### config.mk
export PLATFORM = sky130hd
export DESIGN_NAME = mdu_seq_flat
export DESIGN_NICKNAME = d
export VERILOG_FILES = /design/src/rtl/mdu_seq_pkg.sv /design/src/rtl/mdu_seq_if.sv /design/src/rtl/mdu_seq_step.sv /design/src/rtl/mdu_seq.sv /design/src/flat_wrapper.sv
export SDC_FILE = /design/constraint.sdc
export NUM_CORES = 2
export LEC_CHECK = 0
export CORE_ASPECT_RATIO = 0.6
export CORE_MARGIN = 10
export CORE_UTILIZATION = 45
export CTS_CLUSTER_DIAMETER = 80
export DETAILED_ROUTE_END_ITERATION = 8
export PLACE_DENSITY = 0.67
export SYNTH_ARGS = -nofsm -noshare
export SYNTH_HDL_FRONTEND = slang
export SYNTH_SLANG_ARGS = --single-unit
### constraint.sdc
create_clock -name clk -period 5.5 [get_ports clk]
set_clock_uncertainty 0.1 [all_clocks]
set_input_delay 0.825 -clock clk [delete_from_list [all_inputs] [get_ports clk]]
set_output_delay 0.825 -clock clk [all_outputs]
set_load 0.05 [all_outputs]
### src/rtl/mdu_seq_pkg.sv
// Shared types and constants for the iterative multiply/divide sequencer.
package mdu_seq_pkg;

  localparam int unsigned XLEN_DEF = 64;

  typedef enum logic [2:0] {
    OP_MUL  = 3'd0,
    OP_DIV  = 3'd1,
    OP_DIVU = 3'd2,
    OP_REM  = 3'd3,
    OP_REMU = 3'd4
  } mdu_op_t;

  typedef enum logic [1:0] {
    S_IDLE,
    S_BUSY,
    S_DONE
  } mdu_state_t;

  // Op codes 5-7 are reserved and complete immediately with a zero result.
  function automatic logic op_reserved(input logic [2:0] op);
    return op > 3'd4;
  endfunction

endpackage

### src/rtl/mdu_seq_if.sv
// Request/response handshake bundle between the execute stage and the MDU.
interface mdu_seq_if #(
  parameter int unsigned XLEN = 64
) ();
  logic            req_valid;
  logic            req_ready;
  logic [2:0]      req_op;
  logic [XLEN-1:0] req_a;
  logic [XLEN-1:0] req_b;
  logic            resp_valid;
  logic            resp_ready;
  logic [XLEN-1:0] resp_data;

  modport master (
    output req_valid, req_op, req_a, req_b, resp_ready,
    input  req_ready, resp_valid, resp_data
  );

  modport slave (
    input  req_valid, req_op, req_a, req_b, resp_ready,
    output req_ready, resp_valid, resp_data
  );
endinterface

### src/rtl/mdu_seq_step.sv
// One radix-2 iteration of the shared shift-add multiply / restoring divide engine.
module mdu_seq_step #(
  parameter int unsigned XLEN = 64
) (
  input  logic            is_mul,
  input  logic [XLEN-1:0] acc,
  input  logic [XLEN-1:0] opnd,
  input  logic [XLEN-1:0] dvsr,
  output logic [XLEN-1:0] acc_next,
  output logic [XLEN-1:0] opnd_next,
  output logic [XLEN-1:0] dvsr_next,
  output logic            q_bit
);

  logic [XLEN:0]   shifted;
  logic [XLEN-1:0] diff;

  // Multiply: acc += multiplicand when multiplier LSB set. Divide: shift rem:quot, trial subtract.
  always_comb begin
    acc_next  = acc;
    opnd_next = opnd;
    dvsr_next = dvsr;
    q_bit     = 1'b0;
    shifted   = {acc, opnd[XLEN-1]};
    // Only taken when shifted >= dvsr, so the true difference is < dvsr and fits XLEN bits.
    diff      = shifted[XLEN-1:0] - dvsr;
    if (is_mul) begin
      acc_next  = acc + (opnd[0] ? dvsr : '0);
      opnd_next = opnd >> 1;
      dvsr_next = dvsr << 1;
    end else begin
      q_bit     = (shifted >= {1'b0, dvsr});
      acc_next  = q_bit ? diff : shifted[XLEN-1:0];
      opnd_next = {opnd[XLEN-2:0], q_bit};
    end
  end

endmodule

### src/rtl/mdu_seq.sv
// Sequencer for the iterative M-extension multiply/divide engine.
module mdu_seq
  import mdu_seq_pkg::*;
#(
  parameter int unsigned XLEN  = XLEN_DEF,
  parameter int unsigned CNT_W = $clog2(XLEN) + 1
) (
  input  logic        clk,
  input  logic        resetn,
  input  logic        flush,
  mdu_seq_if.slave    bus,
  output logic        busy
);

  mdu_state_t      state, state_nx;
  logic [2:0]      op_q;
  logic [XLEN-1:0] acc_q, opnd_q, dvsr_q, result_q;
  logic            neg_quo_q, neg_rem_q;
  logic [CNT_W-1:0] cnt_q;

  logic            accept, last;
  logic            div_fam, is_signed, is_rem, b_zero, ovf, special, a_neg, b_neg;
  logic [XLEN-1:0] special_res, a_mag, b_mag, fix_res;
  logic [XLEN-1:0] acc_nx, opnd_nx, dvsr_nx;
  logic            q_bit;

  assign accept         = (state == S_IDLE) && bus.req_valid && !flush;
  assign last           = (cnt_q == CNT_W'(XLEN - 1));
  assign bus.req_ready  = (state == S_IDLE);
  assign bus.resp_valid = (state == S_DONE);
  assign bus.resp_data  = result_q;
  assign busy           = (state != S_IDLE);

  mdu_seq_step #(.XLEN(XLEN)) u_step (
    .is_mul    (op_q == OP_MUL),
    .acc       (acc_q),
    .opnd      (opnd_q),
    .dvsr      (dvsr_q),
    .acc_next  (acc_nx),
    .opnd_next (opnd_nx),
    .dvsr_next (dvsr_nx),
    .q_bit     (q_bit)
  );

  // Decode the incoming request: operand magnitudes, sign flags and immediate-result cases.
  always_comb begin
    div_fam     = bus.req_op inside {OP_DIV, OP_DIVU, OP_REM, OP_REMU};
    is_signed   = (bus.req_op == OP_DIV) || (bus.req_op == OP_REM);
    is_rem      = (bus.req_op == OP_REM) || (bus.req_op == OP_REMU);
    b_zero      = (bus.req_b == '0);
    ovf         = is_signed && (bus.req_a == {1'b1, {(XLEN-1){1'b0}}}) && (bus.req_b == '1);
    special     = op_reserved(bus.req_op) || (div_fam && (b_zero || ovf));
    special_res = '0;
    if (div_fam && b_zero)   special_res = is_rem ? bus.req_a : '1;
    else if (div_fam && ovf) special_res = is_rem ? '0 : bus.req_a;
    a_neg = is_signed && bus.req_a[XLEN-1];
    b_neg = is_signed && bus.req_b[XLEN-1];
    a_mag = a_neg ? -bus.req_a : bus.req_a;
    b_mag = b_neg ? -bus.req_b : bus.req_b;
  end

  // Sign fix-up applied to the final iteration's outputs.
  always_comb begin
    case (op_q)
      OP_MUL:           fix_res = acc_nx;
      OP_DIV, OP_DIVU:  fix_res = neg_quo_q ? -opnd_nx : opnd_nx;
      default:          fix_res = neg_rem_q ? -acc_nx : acc_nx;
    endcase
  end

  // State register.
  always_ff @(posedge clk or negedge resetn) begin
    if (!resetn) state <= S_IDLE;
    else         state <= state_nx;
  end

  // Next-state logic; flush overrides everything.
  always_comb begin
    state_nx = state;
    if (flush) begin
      state_nx = S_IDLE;
    end else begin
      case (state)
        S_IDLE:  if (bus.req_valid) state_nx = special ? S_DONE : S_BUSY;
        S_BUSY:  if (last) state_nx = S_DONE;
        S_DONE:  if (bus.resp_ready) state_nx = S_IDLE;
        default: state_nx = S_IDLE;
      endcase
    end
  end

  // Datapath: operand capture on accept, one engine step per BUSY cycle, result on completion.
  always_ff @(posedge clk or negedge resetn) begin
    if (!resetn) begin
      op_q      <= '0;
      acc_q     <= '0;
      opnd_q    <= '0;
      dvsr_q    <= '0;
      result_q  <= '0;
      neg_quo_q <= 1'b0;
      neg_rem_q <= 1'b0;
      cnt_q     <= '0;
    end else if (flush) begin
      cnt_q <= '0;
    end else if (accept) begin
      op_q      <= bus.req_op;
      acc_q     <= '0;
      cnt_q     <= '0;
      neg_quo_q <= a_neg ^ b_neg;
      neg_rem_q <= a_neg;
      // Multiply keeps raw operands (low bits are sign-agnostic); divide works on magnitudes.
      opnd_q    <= (bus.req_op == OP_MUL) ? bus.req_b : a_mag;
      dvsr_q    <= (bus.req_op == OP_MUL) ? bus.req_a : b_mag;
      if (special) result_q <= special_res;
    end else if (state == S_BUSY) begin
      acc_q  <= acc_nx;
      opnd_q <= opnd_nx;
      dvsr_q <= dvsr_nx;
      cnt_q  <= cnt_q + CNT_W'(1);
      if (last) result_q <= fix_res;
    end
  end

endmodule
### src/flat_wrapper.sv
// flat-port wrapper written by rule: the top's interface ports become plain ports
module mdu_seq_flat import mdu_seq_pkg::*;
#(
  parameter int unsigned XLEN  = XLEN_DEF,
  parameter int unsigned CNT_W = $clog2(XLEN) + 1
)
  (clk, resetn, flush, busy, bus_req_valid, bus_req_op, bus_req_a, bus_req_b, bus_resp_ready, bus_req_ready, bus_resp_valid, bus_resp_data);
  mdu_seq_if #(.XLEN(XLEN)) bus_i ();
  input  logic clk;
  input  logic resetn;
  input  logic flush;
  output logic busy;
  input wire logic [$bits(bus_i.req_valid)-1:0] bus_req_valid;
  input wire logic [$bits(bus_i.req_op)-1:0] bus_req_op;
  input wire logic [$bits(bus_i.req_a)-1:0] bus_req_a;
  input wire logic [$bits(bus_i.req_b)-1:0] bus_req_b;
  input wire logic [$bits(bus_i.resp_ready)-1:0] bus_resp_ready;
  output wire logic [$bits(bus_i.req_ready)-1:0] bus_req_ready;
  output wire logic [$bits(bus_i.resp_valid)-1:0] bus_resp_valid;
  output wire logic [$bits(bus_i.resp_data)-1:0] bus_resp_data;
  assign bus_i.req_valid = bus_req_valid;
  assign bus_i.req_op = bus_req_op;
  assign bus_i.req_a = bus_req_a;
  assign bus_i.req_b = bus_req_b;
  assign bus_i.resp_ready = bus_resp_ready;
  assign bus_req_ready = bus_i.req_ready;
  assign bus_resp_valid = bus_i.resp_valid;
  assign bus_resp_data = bus_i.resp_data;
  mdu_seq #(.XLEN(XLEN), .CNT_W(CNT_W)) u_core (.clk(clk), .resetn(resetn), .flush(flush), .bus(bus_i), .busy(busy));
endmodule
### Word level (Yosys, flattened, before mapping)

Index checks and enable logic that the tools add are counted.

* register bits after elaboration: 270
* latch bits: 0
* memory bits (writable): 0
* memory bits (read-only): 0
* input bits: 136
* logic and storage cells: 100
* memories: 0

* $add $sub $neg: 7
* $mul: 0
* div/mod/pow operators: 0
* $lt $le $gt $ge: 2
* equality and inequality tests: 15
* shifts and indexed selects: 0
* muxes and demuxes: 35
* bitwise operators: 2
* reduce and logical (&&, ||, !) cells: 30

Operators with widths (number)
* 64-bit two-way mux: 25
* 64-bit negator: 4
* 64-bit == test, second input constant: 2
* 64-bit case mux with 2 select lines: 1
* 65-bit by 64-bit >= comparator with 1-bit output: 1
* 64-bit adder: 1
* 64-bit zero test: 1
* 64-bit subtractor: 1
* 7-bit two-way mux: 3
* 2-bit two-way mux: 5
* 3-bit by 2-bit == test with 1-bit output, second input constant: 3
* 1-bit logical AND: 9
* 2-bit nonzero test: 4
* 7-bit by 1-bit adder with 7-bit output, second input constant: 1
* 7-bit by 6-bit == test with 1-bit output, second input constant: 1
* 3-bit by 1-bit == test with 1-bit output, second input constant: 2
* 3-bit zero test: 2
* 3-bit != test, second input constant: 2
* 2-bit case mux with 3 select lines: 1
* 3-bit AND reduction: 2
* 1-bit logical OR: 4
* 2-bit AND reduction: 2
* 4-bit AND reduction: 1
* 4-bit nonzero test: 1
* other kinds (12): 12

### Longest topological paths before layout

* word-level depth: 11
* depth in mapped cells: 22

### Modules after synthesis

Synthesis repeated with hierarchy kept, for this count alone.

* cell total of the unflattened synthesis: 4060
* area total of the unflattened synthesis: 29941.2 µm²

By module, submodules not included
* mdu_seq: instances 1, cells each 2352, area each 19065.8 µm², sequential area each 6756.5 µm²
* mdu_seq_step: instances 1, cells each 1708, area each 10875.4 µm², sequential area each 0.0 µm²

### Least setup slack after synthesis

Ideal clock, no wire load.

* path type: register to register
* start point: reg u_core.opnd_q[0]
* end point: reg u_core.result_q[63] (netlist: u_core.bus.resp_data[63])
* data arrival time: 4.405 ns
* data required time: 5.318 ns
* setup slack: 0.913 ns
* stages on the path, launching flop included: 20
* buffers on the path: 3
* clock period less this slack: 4.587 ns
* cells stage by stage: dfrtp_1 > clkbuf_1 > clkbuf_1 > and2_1 > ha_1 > clkbuf_1 > nand4_1 > nor3_1 > o31ai_1 > nand4b_1 > o21ai_0 > a31oi_1 > a32o_1 > mux2_2 > o211ai_1 > nand2_1 > or3b_2 > nor3_1 > nand3_1 > a31oi_1

* cells in the longest elaborated chain, start to end: 9
* elaborated cells between the ends (all ways): 12
* those cells by class: 3 x add/sub; 9 x mux

RTL lines
* from (decl): line mdu_seq.sv:17 `logic [XLEN-1:0] acc_q, opnd_q, dvsr_q, result_q;`
* from (signal assigned): line mdu_seq.sv:112 `opnd_q <= (bus.req_op == OP_MUL) ? bus.req_b : a_mag;`
* from (signal assigned): line mdu_seq.sv:117 `opnd_q <= opnd_nx;`
* 64-bit two-way mux: line mdu_seq_step.sv:28 `acc_next = acc + (opnd[0] ? dvsr : '0);`
* 64-bit adder: line mdu_seq_step.sv:28
* 64-bit two-way mux: line mdu_seq_step.sv:27 `if (is_mul) begin`
* 64-bit negator: line mdu_seq.sv:67 `default: fix_res = neg_rem_q ? -acc_nx : acc_nx;`
* 64-bit two-way mux: line mdu_seq.sv:67
* 64-bit case mux with 2 select lines *: line mdu_seq.sv:64 `case (op_q)`
* 64-bit two-way mux *: line mdu_seq.sv:120 `if (last) result_q <= fix_res;`
* 64-bit two-way mux *: line mdu_seq.sv:115 `end else if (state == S_BUSY) begin`
* 64-bit two-way mux *: line mdu_seq.sv:105 `end else if (accept) begin`
* to (signal assigned): line mdu_seq.sv:114 `if (special) result_q <= special_res;`
* to (signal assigned): line mdu_seq.sv:120
* to (decl): line mdu_seq.sv:17

Mark *: on every way between the ends. The rest lies on a longest branch, timed or not. The select of a mux whose other input is x is not followed.
A chain may end at the register's enable or synchronous reset.

### Worst setup path in the final report

* start point: reg u_core.dvsr_q[55]
* end point: reg u_core.result_q[63] (netlist: u_core.bus.resp_data[63])

* cells in the longest elaborated chain, start to end: 9
* elaborated cells between the ends (all ways): 15
* those cells by class: 4 x add/sub; 1 x order compare; 10 x mux

RTL lines
* from (decl): line mdu_seq.sv:17
* from (signal assigned): line mdu_seq.sv:113 `dvsr_q <= (bus.req_op == OP_MUL) ? bus.req_a : b_mag;`
* from (signal assigned): line mdu_seq.sv:118 `dvsr_q <= dvsr_nx;`
* 64-bit subtractor (tied with other cells): line mdu_seq_step.sv:26 `diff = shifted[XLEN-1:0] - dvsr;`
* 64-bit two-way mux / 64-bit adder (equally long branches): line mdu_seq_step.sv:33, mdu_seq_step.sv:28
* 64-bit two-way mux: line mdu_seq_step.sv:27
* 64-bit negator: line mdu_seq.sv:67
* 64-bit two-way mux: line mdu_seq.sv:67
* 64-bit case mux with 2 select lines *: line mdu_seq.sv:64
* 64-bit two-way mux *: line mdu_seq.sv:120
* 64-bit two-way mux *: line mdu_seq.sv:115
* 64-bit two-way mux *: line mdu_seq.sv:105

Marked as above.

==> impl_summary.txt <==
----------------------------------------------------
[Yosys]
  Cell type contributing the most total cell area after synthesis ... dfrtp_1
  Distinct cells, synth ... 123
  Top cells by area in the synthesized netlist ... dfrtp_1, o21ai_0, nand2_1, a21oi_1, ha_1
  Average cell area after synthesis ... 7.273 um2
  Yosys reg bits ... 270
  Cell Area, Synth ... 32310 um2
  Number of synthesized flops with an enable pin ... 0
  Synth Net Count ... 4713
  Count of synthesis-stage warnings from yosys ... 0
  Primary FF master, synth ... dfrtp_1
  Fraction of registers with async set/reset ... 100.0%
  Gate Count Post-Synth ... 4443
  Portion of synthesized cell area occupied by the leading cell type ... 20.91%
  Part of the Yosys area used for sequential elements ... 20.91%

[Global routing]
  Vias in the first global route ... 33330
  First-pass GRT wire length ... 216300 um
  Met3 capacity usage during global routing ... 7.040%
  GR Util met1 ... 47.74%
  Global route overflow ... 0
  M2 GR Usage ... 49.98%
  Maximum number of pins on one net before global-route repair ... 193
  Layer with the highest usage after global routing ... met2
  Initial antenna violation count ... 3
  Overall global routing resource usage ... 33.55%

[Route]
  Routed length per instance ... 26.03 um
  Initial DRT Pass Iterations ... 8
  Post-route ant nets ... 0
  DRC ... 0
  Drt via density ... 6.459
  Aggregate routed wire length ... 149100 um
  Count of vias placed by the detailed router ... 37000
  Starting DRC count in detailed routing ... 4885

[Clocking]
  Clock latency at the later pin of the worst-skew pair ... 570 ps
  CTS buffer count ... 24
  Clock-pin slew on the worst setup and hold paths ... 70 ps
  Sink Count ... 270
  Clock tree from TritonCTS ... done
  Number of H-tree branching levels ... 1
  Root buffer cell ... clkbuf_16
  Hold-fix buffer count after cts ... 0
  Max Buffers Root-to-Sink ... 3

[STA]
  Tightest slew margin relative to the limit ... 23.64%
  Final sum of negative setup slack ... -9.534 ps
  Final number of max-transition violations ... 0
  Setup slack after layout ... -9.534 ps
  Top achievable clock speed ... 181.5 MHz
  Hold Fails Final Rpt ... 0
  Worst-Margin Slew ... 1145 ps
  Final period util ... 100.2%
  Final setup violation count ... 1
  Minimum period implied by the final worst setup slack ... 5510 ps
  Post-route worst hold slack ... 97.52 ps

[Power and ir drop]
  Total power density per cell area ... 501.6 nW/um2
  Worst voltage drop across the vdd grid ... 0.4451 mV
  Combinational cell fraction of total power ... 72.4%
  Switching share of power ... 54.39%
  Net switching power of the design ... 10.43 mW
  Clock network power share ... 10.0%
  Internal ... 8.749 mW
  Register share of total power ... 17.6%
  Total leakage power ... 15.88 nW

[Critical path]
  Highest net fanout along the worst path ... 10
  Internal reg-to-reg setup slack ... -10 ps
  Buf/Inv on CP ... 5
  Capturing point of the worst reg2reg path ... u_core.bus.resp_data[63]
  Arrival time reported for the critical path endpoint ... 5890 ps
  Logic depth of the worst register-to-register path ... 20
  Path type of the worst setup path ... reg -> reg
  Required time at the worst-slack endpoint ... 5880 ps
  Cell class contributing the biggest share of worst-path delay ... simple AND/OR/NAND/NOR gates
  Standard cell with the maximum stage delay on the critical path ... dfrtp_1
  Critical Path Source Type ... register
  CP Cell Sequence ... inv_1 -> ha_1 -> nand4_1 -> nor4_4 -> and2_1 -> a311o_1 -> nor3_4 -> o21a_4 -> buf_4 -> mux2i_1 -> or2_2 -> or4_4 -> nor4_4 -> buf_4 -> buf_12 -> nand4_1 -> nor3_1 -> buf_4 -> nand3_1 -> a31oi_1
  Most used cell along the critical path ... buf_4
  Setup crit end kind ... register
  Crit Reg-Reg Startpoint ... u_core.dvsr_q[55]
  CP max stage delay ... 550 ps

[Die]
  Area of the placeable core ... 70470 um2
  I/O pin total ... 203
  Die span in x ... 365.9 um
  Initial Utilization ... 45.85%
  Floorplan row count ... 75
  Vertical extent of the die ... 227.6 um
  Die footprint ... 83280 um2

[Final layout]
  # fillers ... 6938
  Inserted Diodes ... 0
  Layout cell share with drive strength beyond 1 ... 12.65%
  Fin nets ... 5018
  Final Core Density ... 54.26%
  Layout Area Growth over Synthesis ... 18.34%

[Hold path]
  Hold WC Path Type ... in -> async

[Placement]
  Final HPWL DP ... 120800 um
  Number of buffer cells added on primary ports ... 202
  GP Congestion ... 1.039

[Status]
  Outcome ... finished, violations left
  Violated checks ... negative setup slack

[Job]
  Max-cap violations ... 0

----------------------------------------------------
==> routing by layer <==
layer	share of wire [%]	wire length (um)	vias to the layer above
met2	42	62530	2018
met5	0.0074	11	-
met1	44	65150	17850
met4	3.9	5822	2
met3	10	15610	261
li1	-	-	16870
==> timing repair <==
action                                  in CTS  in global routing
endpoints found under the setup margin       0                 30
buffers inserted                             0                 10
gates resized for setup                      0                 37
==> synthesized netlist by cell type (all sizes together) (106+ instances only) <==
master,n
inv,142
o211ai,107
buf,111
dfrtp,270
xor2,136
a21oi,365
clkbuf,192
nand3,106
nand2,566
xnor2,170
nor2,403
mux2i,148
o21ai,484
ha,132
==> worst reg2reg max path, cell delays in order, from the launching register on <==
cell and delay [ps]:
dfrtp_1 550, inv_1 80, ha_1 410, nand4_1 210
nor4_4 90, and2_1 150, a311o_1 350, nor3_4 420
o21a_4 320, buf_4 230, mux2i_1 160, or2_2 340
or4_4 460, nor4_4 140, buf_4 220, buf_12 140
nand4_1 260, nor3_1 350, buf_4 180, nand3_1 70
a31oi_1 210
==> layout make-up <==
| cell class | instances | area (um2) | share of cell area (%) |
|---|---|---|---|
| clock buffers | 32 | 691.9 | 1.809 |
| clock inverters | 12 | 141.4 | 0.3697 |
| inverters | 142 | 533.0 | 1.394 |
| multi-input cells | 3729 | 23880 | 62.45 |
| flip-flops and latches | 270 | 6758 | 17.67 |
| well taps | 962 | 1204 | 3.148 |
| repair buffers | 581 | 5030 | 13.15 |
==> cells in the final DEF, fill, tap and decap left out, drive strengths merged, types with 57 or more instances in the layout <==
| master | count |
|---|---|
| nor3 | 95 |
| xor2 | 136 |
| and2 | 95 |
| nand4 | 105 |
| a21oi | 365 |
| nand2 | 566 |
| clkdlybuf4s50 | 201 |
| mux2i | 148 |
| nand3 | 106 |
| nor2 | 403 |
| buf | 380 |
| o21ai | 484 |
| inv | 143 |
| ha | 132 |
| xnor2 | 170 |
| a21o | 57 |
| dfrtp | 270 |
| o211ai | 107 |
==> power groups by stage <==
stage          sequential [mW]  clock [mW]  combinational, mW
2_1_floorplan             3.36           0               8.04
3_3_place_gp              3.36           0               13.2
3_5_place_dp              3.36           0               13.3
4_1_cts                   3.32        1.91               13.3
5_1_grt                   3.40        1.99               14.7
6_report                  3.37        1.92               13.9
==> metrics by stage <==
step	worst slack (ps)	cells	total power [mW]	instance area [um2]
after global placement	66.36	5673	16.59	37150
after CTS	2.253	5717	18.58	37990
after global routing	-22.14	5728	20.10	38240
after floorplan	913.1	4443	11.40	32310
after detailed placement	29.52	5673	16.64	37150
final	-9.534	5728	19.18	38240
==> worst max-delay path by stage <==
stage / start / to / slack (ps) / depth (start not counted)
floorplan: u_core.opnd_q[0] / u_core.bus.resp_data[63] / 910 / 19
global placement: u_core.opnd_q[0] / u_core.bus.resp_data[62] / 70 / 21
detailed placement: u_core.opnd_q[0] / u_core.bus.resp_data[62] / 30 / 21
CTS: u_core.opnd_q[0] / u_core.bus.resp_data[62] / 2 / 21
global route: u_core.dvsr_q[28] / u_core.bus.resp_data[22] / -20 / 21
finish: u_core.dvsr_q[55] / u_core.bus.resp_data[63] / -10 / 20
==> sequential cells by signal (all words and copies together), names as in the netlist <==
register / cells
u_core.acc_q: 64
u_core.bus.resp_data: 64
u_core.dvsr_q: 64
u_core.opnd_q: 64
u_core.cnt_q: 7
u_core.op_q: 3
u_core.state: 2
u_core.neg_quo_q: 1
u_core.neg_rem_q: 1
==> cells by family after synthesis <==
group / after synthesis / share of synthesized area (%)
and+or+nand+nor: 1654 / 25.35
AOI/OAI and AO/OA: 1475 / 29.28
buffers and inverters: 445 / 5.959
xor gates and xnor gates: 306 / 8.294
DFF: 270 / 20.91
muxes: 159 / 4.979
adders and majority gates: 134 / 5.235
No activity file was read; power rests on OpenSTA's default activity.
